<file path="src/rtl/minsec_timer_pkg.sv">
// Shared constants, count type and binary-to-BCD helper for the min:sec timer
// and the TM1638 display driver.
package minsec_timer_pkg;

  localparam logic [5:0] SEC_MAX   = 6'd59;
  localparam logic       MODE_UP   = 1'b0;
  localparam logic       MODE_DOWN = 1'b1;

  typedef struct packed {
    logic [6:0] min;
    logic [5:0] sec;
  } mmss_t;

  // Two-digit packed BCD of a value 0..99
  function automatic logic [7:0] bin2bcd(input logic [6:0] bin);
    logic [3:0] tens;
    logic [3:0] ones;
    tens = 4'(bin / 7'd10);
    ones = 4'(bin - 7'(tens) * 7'd10);
    return {tens, ones};
  endfunction

endpackage

</file>
<file path="src/rtl/minsec_timer_if.sv">
// Control and display signal bundle between the timer and its host/display path.
interface minsec_timer_if;

  logic       run;
  logic       mode;
  logic       clear;
  logic       load;
  logic [6:0] load_min;
  logic [5:0] load_sec;
  logic [5:0] sec;
  logic [6:0] min;
  logic [7:0] sec_bcd;
  logic [7:0] min_bcd;
  logic       tick;
  logic       wrap;
  logic       done;

  modport master (
    output run, mode, clear, load, load_min, load_sec,
    input  sec, min, sec_bcd, min_bcd, tick, wrap, done
  );

  modport slave (
    input  run, mode, clear, load, load_min, load_sec,
    output sec, min, sec_bcd, min_bcd, tick, wrap, done
  );

endinterface

</file>
<file path="src/rtl/minsec_timer_tick_gen.sv">
// Prescaler: emits a registered one-cycle tick every TICK_DIV enabled cycles.
module tick_gen #(
  parameter int TICK_DIV = 50_000_000
) (
  input  logic clk,
  input  logic rst,
  input  logic en,
  input  logic sync_clr,
  output logic tick
);

  localparam int            CW   = $clog2(TICK_DIV);
  localparam logic [CW-1:0] LAST = CW'(TICK_DIV - 1);

  logic [CW-1:0] cnt_r;
  logic [CW-1:0] cnt_s;
  logic          tick_r;
  logic          tick_s;

  // Next prescaler phase; a disabled prescaler holds its phase
  always_comb begin
    cnt_s  = cnt_r;
    tick_s = 1'b0;
    if (sync_clr) begin
      cnt_s = '0;
    end else if (en) begin
      if (cnt_r == LAST) begin
        cnt_s  = '0;
        tick_s = 1'b1;
      end else begin
        cnt_s = cnt_r + CW'(1);
      end
    end else begin
      cnt_s = cnt_r;
    end
  end

  // Phase and tick registers
  always_ff @(posedge clk or posedge rst) begin
    if (rst) begin
      cnt_r  <= '0;
      tick_r <= 1'b0;
    end else begin
      cnt_r  <= cnt_s;
      tick_r <= tick_s;
    end
  end

  assign tick = tick_r;

endmodule

</file>
<file path="src/rtl/minsec_timer.sv">
// Min:sec up/down timer with preset load, clear, run/pause and BCD outputs
// feeding the TM1638 counter display.
module minsec_timer #(
  parameter int TICK_DIV = 50_000_000,
  parameter int MIN_MAX  = 59
) (
  input logic           clk,
  input logic           rst,
  minsec_timer_if.slave bus
);

  import minsec_timer_pkg::*;

  localparam logic [6:0] MIN_TOP = 7'(MIN_MAX);

  mmss_t cnt_r;
  mmss_t cnt_s;
  mmss_t load_val_s;
  logic  wrap_r;
  logic  wrap_s;
  logic  done_r;
  logic  done_s;
  logic  tick_s;
  logic  en_s;
  logic  sclr_s;

  // A finished down-count parks the prescaler so no further ticks arrive
  assign en_s   = bus.run & ~done_r;
  assign sclr_s = bus.clear | bus.load;

  tick_gen #(.TICK_DIV(TICK_DIV)) u_tick_gen (
    .clk      (clk),
    .rst      (rst),
    .en       (en_s),
    .sync_clr (sclr_s),
    .tick     (tick_s)
  );

  // Preset clamp so an out-of-range load never shows an illegal value
  always_comb begin
    load_val_s.sec = (bus.load_sec > SEC_MAX) ? SEC_MAX : bus.load_sec;
    load_val_s.min = (bus.load_min > MIN_TOP) ? MIN_TOP : bus.load_min;
  end

  // Count step and flags; clear beats load beats a pending tick
  always_comb begin
    cnt_s  = cnt_r;
    wrap_s = 1'b0;
    done_s = done_r;
    if (bus.clear) begin
      cnt_s  = '0;
      done_s = 1'b0;
    end else if (bus.load) begin
      cnt_s  = load_val_s;
      done_s = 1'b0;
    end else if (tick_s && (bus.mode == MODE_DOWN)) begin
      if (cnt_r.sec != 6'd0) begin
        cnt_s.sec = cnt_r.sec - 6'd1;
        if ((cnt_r.sec == 6'd1) && (cnt_r.min == 7'd0)) begin
          done_s = 1'b1;
        end else begin
          done_s = done_r;
        end
      end else if (cnt_r.min != 7'd0) begin
        cnt_s.sec = SEC_MAX;
        cnt_s.min = cnt_r.min - 7'd1;
      end else begin
        done_s = 1'b1;
      end
    end else if (tick_s) begin
      done_s = 1'b0;
      if (cnt_r.sec != SEC_MAX) begin
        cnt_s.sec = cnt_r.sec + 6'd1;
      end else if (cnt_r.min != MIN_TOP) begin
        cnt_s.sec = 6'd0;
        cnt_s.min = cnt_r.min + 7'd1;
      end else begin
        cnt_s  = '0;
        wrap_s = 1'b1;
      end
    end else if (bus.mode == MODE_UP) begin
      done_s = 1'b0;
    end else begin
      done_s = done_r;
    end
  end

  // Count and status registers
  always_ff @(posedge clk or posedge rst) begin
    if (rst) begin
      cnt_r  <= '0;
      wrap_r <= 1'b0;
      done_r <= 1'b0;
    end else begin
      cnt_r  <= cnt_s;
      wrap_r <= wrap_s;
      done_r <= done_s;
    end
  end

  assign bus.sec     = cnt_r.sec;
  assign bus.min     = cnt_r.min;
  assign bus.sec_bcd = bin2bcd({1'b0, cnt_r.sec});
  assign bus.min_bcd = bin2bcd(cnt_r.min);
  assign bus.tick    = tick_s;
  assign bus.wrap    = wrap_r;
  assign bus.done    = done_r;

endmodule

</file>
<file path="src/flat_wrapper.sv">
// flat-port wrapper written by rule: the top's interface ports become plain ports
module minsec_timer_flat import minsec_timer_pkg::*;
#(
  parameter int TICK_DIV = 50_000_000,
  parameter int MIN_MAX  = 59
)
  (clk, rst, bus_run, bus_mode, bus_clear, bus_load, bus_load_min, bus_load_sec, bus_sec, bus_min, bus_sec_bcd, bus_min_bcd, bus_tick, bus_wrap, bus_done);
  minsec_timer_if bus_i ();
  input logic clk;
  input logic rst;
  input wire logic [$bits(bus_i.run)-1:0] bus_run;
  input wire logic [$bits(bus_i.mode)-1:0] bus_mode;
  input wire logic [$bits(bus_i.clear)-1:0] bus_clear;
  input wire logic [$bits(bus_i.load)-1:0] bus_load;
  input wire logic [$bits(bus_i.load_min)-1:0] bus_load_min;
  input wire logic [$bits(bus_i.load_sec)-1:0] bus_load_sec;
  output wire logic [$bits(bus_i.sec)-1:0] bus_sec;
  output wire logic [$bits(bus_i.min)-1:0] bus_min;
  output wire logic [$bits(bus_i.sec_bcd)-1:0] bus_sec_bcd;
  output wire logic [$bits(bus_i.min_bcd)-1:0] bus_min_bcd;
  output wire logic [$bits(bus_i.tick)-1:0] bus_tick;
  output wire logic [$bits(bus_i.wrap)-1:0] bus_wrap;
  output wire logic [$bits(bus_i.done)-1:0] bus_done;
  assign bus_i.run = bus_run;
  assign bus_i.mode = bus_mode;
  assign bus_i.clear = bus_clear;
  assign bus_i.load = bus_load;
  assign bus_i.load_min = bus_load_min;
  assign bus_i.load_sec = bus_load_sec;
  assign bus_sec = bus_i.sec;
  assign bus_min = bus_i.min;
  assign bus_sec_bcd = bus_i.sec_bcd;
  assign bus_min_bcd = bus_i.min_bcd;
  assign bus_tick = bus_i.tick;
  assign bus_wrap = bus_i.wrap;
  assign bus_done = bus_i.done;
  minsec_timer #(.TICK_DIV(TICK_DIV), .MIN_MAX(MIN_MAX)) u_core (.clk(clk), .rst(rst), .bus(bus_i));
endmodule
</file>
<file path="config.mk">
export PLATFORM = sky130hd
export DESIGN_NAME = minsec_timer_flat
export DESIGN_NICKNAME = d
export VERILOG_FILES = /design/src/rtl/minsec_timer_pkg.sv /design/src/rtl/minsec_timer_if.sv /design/src/rtl/minsec_timer_tick_gen.sv /design/src/rtl/minsec_timer.sv /design/src/flat_wrapper.sv
export SDC_FILE = /design/constraint.sdc
export NUM_CORES = 1
export LEC_CHECK = 0
export BUFFER_PORTS_ARGS = -buffer_cell sky130_fd_sc_hd__buf_2
export CORE_ASPECT_RATIO = 0.5
export CORE_MARGIN = 3
export CORE_UTILIZATION = 30
export DETAILED_ROUTE_END_ITERATION = 8
export PLACE_DENSITY = 0.51
export SLEW_MARGIN = 25
export SYNTH_ARGS = -nofsm -noshare
export SYNTH_HDL_FRONTEND = slang
export SYNTH_SLANG_ARGS = --single-unit
</file>
<file path="constraint.sdc">
create_clock -name clk -period 5.1 [get_ports clk]
set_clock_uncertainty 0.15 [all_clocks]
set_input_delay 0.51 -clock clk [delete_from_list [all_inputs] [get_ports clk]]
set_output_delay 0.51 -clock clk [all_outputs]
set_load 0.01 [all_outputs]
</file>
==> impl_metrics.json <==
{
  "clock-sinks": 42,
  "syn-num-nets": 492,
  "period_minus_slack_ns": 4.79,
  "synthCells": 454,
  "cts_root_buf": "clkbuf_16",
  "clkTransAtPathRegs_ns": 0.07,
  "cts.path.max_buffers": 2,
  "grt_max_degree": 29,
  "die-area_sq_mm": 0.0137,
  "htree_levels": 2,
  "grt_use_total": 0.146,
  "outcome": "complete, no violations",
  "io_pins": 51,
  "diodes": 0,
  "port_buffers": 49,
  "ys_seq_area_frac": 0.286,
  "synthFlopType": "dfrtp_1",
  "gpl.final_weighted_congestion": 0.806,
  "grt-ovfl-total": 0,
  "yosys_warnings": 0,
  "hold_class": "in2async",
  "cts_hold_buf": 0,
  "endpoint_kind": "primary output",
  "fmax_mhz": 209,
  "cap_violations": 0,
  "power.internal_uw": 654,
  "syn_to_final_growth_pct": 15.2,
  "grt_pass1_vias": 3179,
  "crit_arrival_ns": 4.13,
  "rsz0062_at_grt": "false",
  "fin_crit_sh": 0.939,
  "slew_violations": 0,
  "p_sw_frac": 0.332,
  "ys_ff_latch": 42,
  "dieHeight_um": 84.3,
  "layout.nets": 529,
  "avgSynthCellArea_sq_um": 8.10,
  "synth_edf_count": 0,
  "power_frac_seq": 0.368,
  "layout-drive-gt1-share": 0.181,
  "hold_viol": 0,
  "leakage_uw": 0.00173,
  "dp_slack_ns": 0.409,
  "numCtsBuffers": 5,
  "ant_nets": 0,
  "drc": 0,
  "synth_cell_types": 70,
  "dieWidth_um": 163,
  "dp_hpwl_mm": 7.42,
  "start_util": 0.321,
  "synth_area_sq_mm": 0.00368,
  "cpPeakStageDelay_ns": 0.43,
  "setup_slack_ns": 0.310,
  "tightestPinTransition_ns": 0.671,
  "worst_setup_path_start_kind": "register",
  "grt_pass1_wl_mm": 16.9,
  "drt-total-wl_mm": 10.3,
  "crit_fanout": 20,
  "comb_power_share": 0.292,
  "coreArea_sq_mm": 0.0115,
  "slew_headroom": 0.552,
  "synth-async-reset-ratio": 1.00,
  "utilization": 0.370,
  "avgViaCountPerCell": 5.36,
  "rows": 27,
  "p_per_area_mw_per_mm2": 231,
  "clock_power_share": 0.340,
  "dr.pass1.iters": 4,
  "ir_worst_vdd_uv": 125,
  "setup_tns_ns": 0,
  "antenna_found_initial": 0,
  "setup_viol": 0,
  "cp_cell_sequence": "buf_8, inv_1, ha_1, inv_1, a21oi_1, o21a_1, ha_1, or3b_4, a2111oi_4, o211ai_2, a21o_2, ha_1, inv_1, fa_2, nor2_1, a2111oi_2, buf_2",
  "criticalPathCategory": "reg2out",
  "clk-insertion-delay-late_ns": 0.29,
  "routedWlPerCell_um": 15.8,
  "worstPathRequired_ns": 4.44,
  "worst_path_max_delay_cell": "dfrtp_1",
  "cts_tree": "yes",
  "p_sw_uw": 325,
  "route.vias.total": 3489,
  "drt_iter0_markers": 405
}
-- path summary, 6_finish.rpt --
path	from	endpoint	slack [ns]	depth (start not counted)
setup / recovery	u_core.bus.sec[3]	bus_sec_bcd[3]	0.31	17
hold / removal	rst	u_core.bus.min[5]	0.06	2
setup reg to reg	u_core.bus.min[2]	u_core.bus.sec[0]	2.40	6
hold reg to reg	u_core.u_tick_gen.cnt_r[5]	u_core.u_tick_gen.cnt_r[5]	0.36	1
max in group asynchronous	rst	u_core.bus.done	4.00	3
min in group clk	u_core.u_tick_gen.cnt_r[5]	u_core.u_tick_gen.cnt_r[5]	0.36	1
-- what timing repair did --
action	in CTS	in global routing
endpoints found under the setup margin	0	1
resized for setup	0	8
buffers inserted	0	2
-- cells in the final DEF (no fill, tap or decap), drive strengths merged, types with 4 or more instances in the layout --
| master | instances |
|---|---|
| xnor2 | 17 |
| nand2b | 6 |
| a311oi | 5 |
| nor2b | 5 |
| clkbuf | 6 |
| and4 | 4 |
| a21oi | 18 |
| or4 | 7 |
| a31oi | 16 |
| nor4b | 4 |
| or2 | 5 |
| o211ai | 11 |
| nand4 | 13 |
| inv | 28 |
| dfrtp | 42 |
| nor2 | 43 |
| o21ai | 22 |
| nand3 | 15 |
| o22ai | 5 |
| o2111ai | 4 |
| nor4 | 9 |
| or3b | 5 |
| buf | 62 |
| or3 | 8 |
| nor3 | 10 |
| nand2 | 41 |
| and3 | 4 |
| ha | 17 |
-- synth_stat cells, types with 4 or more instances --
| cell type | instances | share of area |
|---|---|---|
| nand2_1 | 41 | 0.042 |
| clkbuf_1 | 20 | 0.020 |
| buf_4 | 4 | 0.0082 |
| a31oi_1 | 16 | 0.027 |
| nand4_1 | 13 | 0.022 |
| a311oi_1 | 5 | 0.012 |
| ha_1 | 17 | 0.058 |
| or3b_1 | 4 | 0.0095 |
| o21ai_0 | 19 | 0.026 |
| nor4_1 | 9 | 0.015 |
| nand2b_1 | 6 | 0.010 |
| and3_1 | 4 | 0.0068 |
| inv_1 | 29 | 0.030 |
| o211ai_1 | 10 | 0.020 |
| nor2b_1 | 5 | 0.0085 |
| or2_2 | 5 | 0.0085 |
| nand3_1 | 15 | 0.020 |
| or3_1 | 8 | 0.014 |
| dfrtp_1 | 42 | 0.29 |
| nor4b_1 | 4 | 0.0095 |
| o22ai_1 | 5 | 0.0085 |
| nor3_1 | 9 | 0.012 |
| nor2_1 | 43 | 0.044 |
| and4_1 | 4 | 0.0095 |
| or4_1 | 7 | 0.014 |
| a21oi_1 | 18 | 0.024 |
| xnor2_1 | 17 | 0.040 |
-- power by group through the flow --
stage	clock (uW)	sequential [uW]	combinational, uW
detailed placement	0	366	278
global route	355	363	320
global placement	0	366	278
finish	333	361	286
floorplan	0	366	193
CTS	345	360	279
-- critical path, delay by kind of cell (launching register included) --
family	cells	cell delay, ns
compound gates	6	1.33
fa+ha+maj	4	0.96
buf+inv	5	0.66
flops	1	0.43
simple gates	2	0.46
-- final cells by class --
class	count	area (sq um)
inverters	29	109
well taps	159	199
repair buffers	62	350
fillers	1215	7220
flip-flops and latches	42	1050
clock inverters	2	12.5
multi-input cells	351	2380
clock buffers	6	139
-- registers in the layout (all words and copies together) (netlist names) --
| name | cells |
|---|---|
| u_core.bus.min | 7 |
| u_core.u_tick_gen.cnt_r | 26 |
| u_core.bus.done | 1 |
| u_core.u_tick_gen.tick | 1 |
| u_core.bus.sec | 6 |
| u_core.bus.wrap | 1 |
-- metrics by stage --
stage | hold slack (ns) | area [sq um] | instances | total power, uW
3_5_place_dp | 0.353 | 4030 | 641 | 644
2_1_floorplan | 0.312 | 3680 | 454 | 559
3_3_place_gp | 0.348 | 4030 | 641 | 644
6_report | 0.0610 | 4240 | 651 | 979
4_1_cts | 0.0691 | 4180 | 649 | 984
5_1_grt | 0.0927 | 4240 | 651 | 1040
-- cells by family (layout without fill, tap and decap cells) --
| kind of cell | count (synthesis) | after routing | synth area share |
|---|---|---|---|
| mux | 2 | 2 | 0.00544 |
| fa+ha+maj | 19 | 19 | 0.0687 |
| buf+inv | 61 | 99 | 0.0769 |
| other cells | 1 | 1 | 0.00102 |
| flops | 42 | 42 | 0.286 |
| xor+xnor | 20 | 20 | 0.0476 |
| compound gates | 117 | 117 | 0.233 |
| simple gates | 192 | 192 | 0.281 |
-- routing by layer --
metal / GRT usage / wire length (um) / vias up
met4: 0.0230 / 55 / 0
met1: 0.220 / 5230 / 1684
met2: 0.228 / 4660 / 54
met3: 0.0187 / 324 / 5
met5: 0 / 0 / -
li1: - / - / 1746
Power figures use the tool's default switching activity.
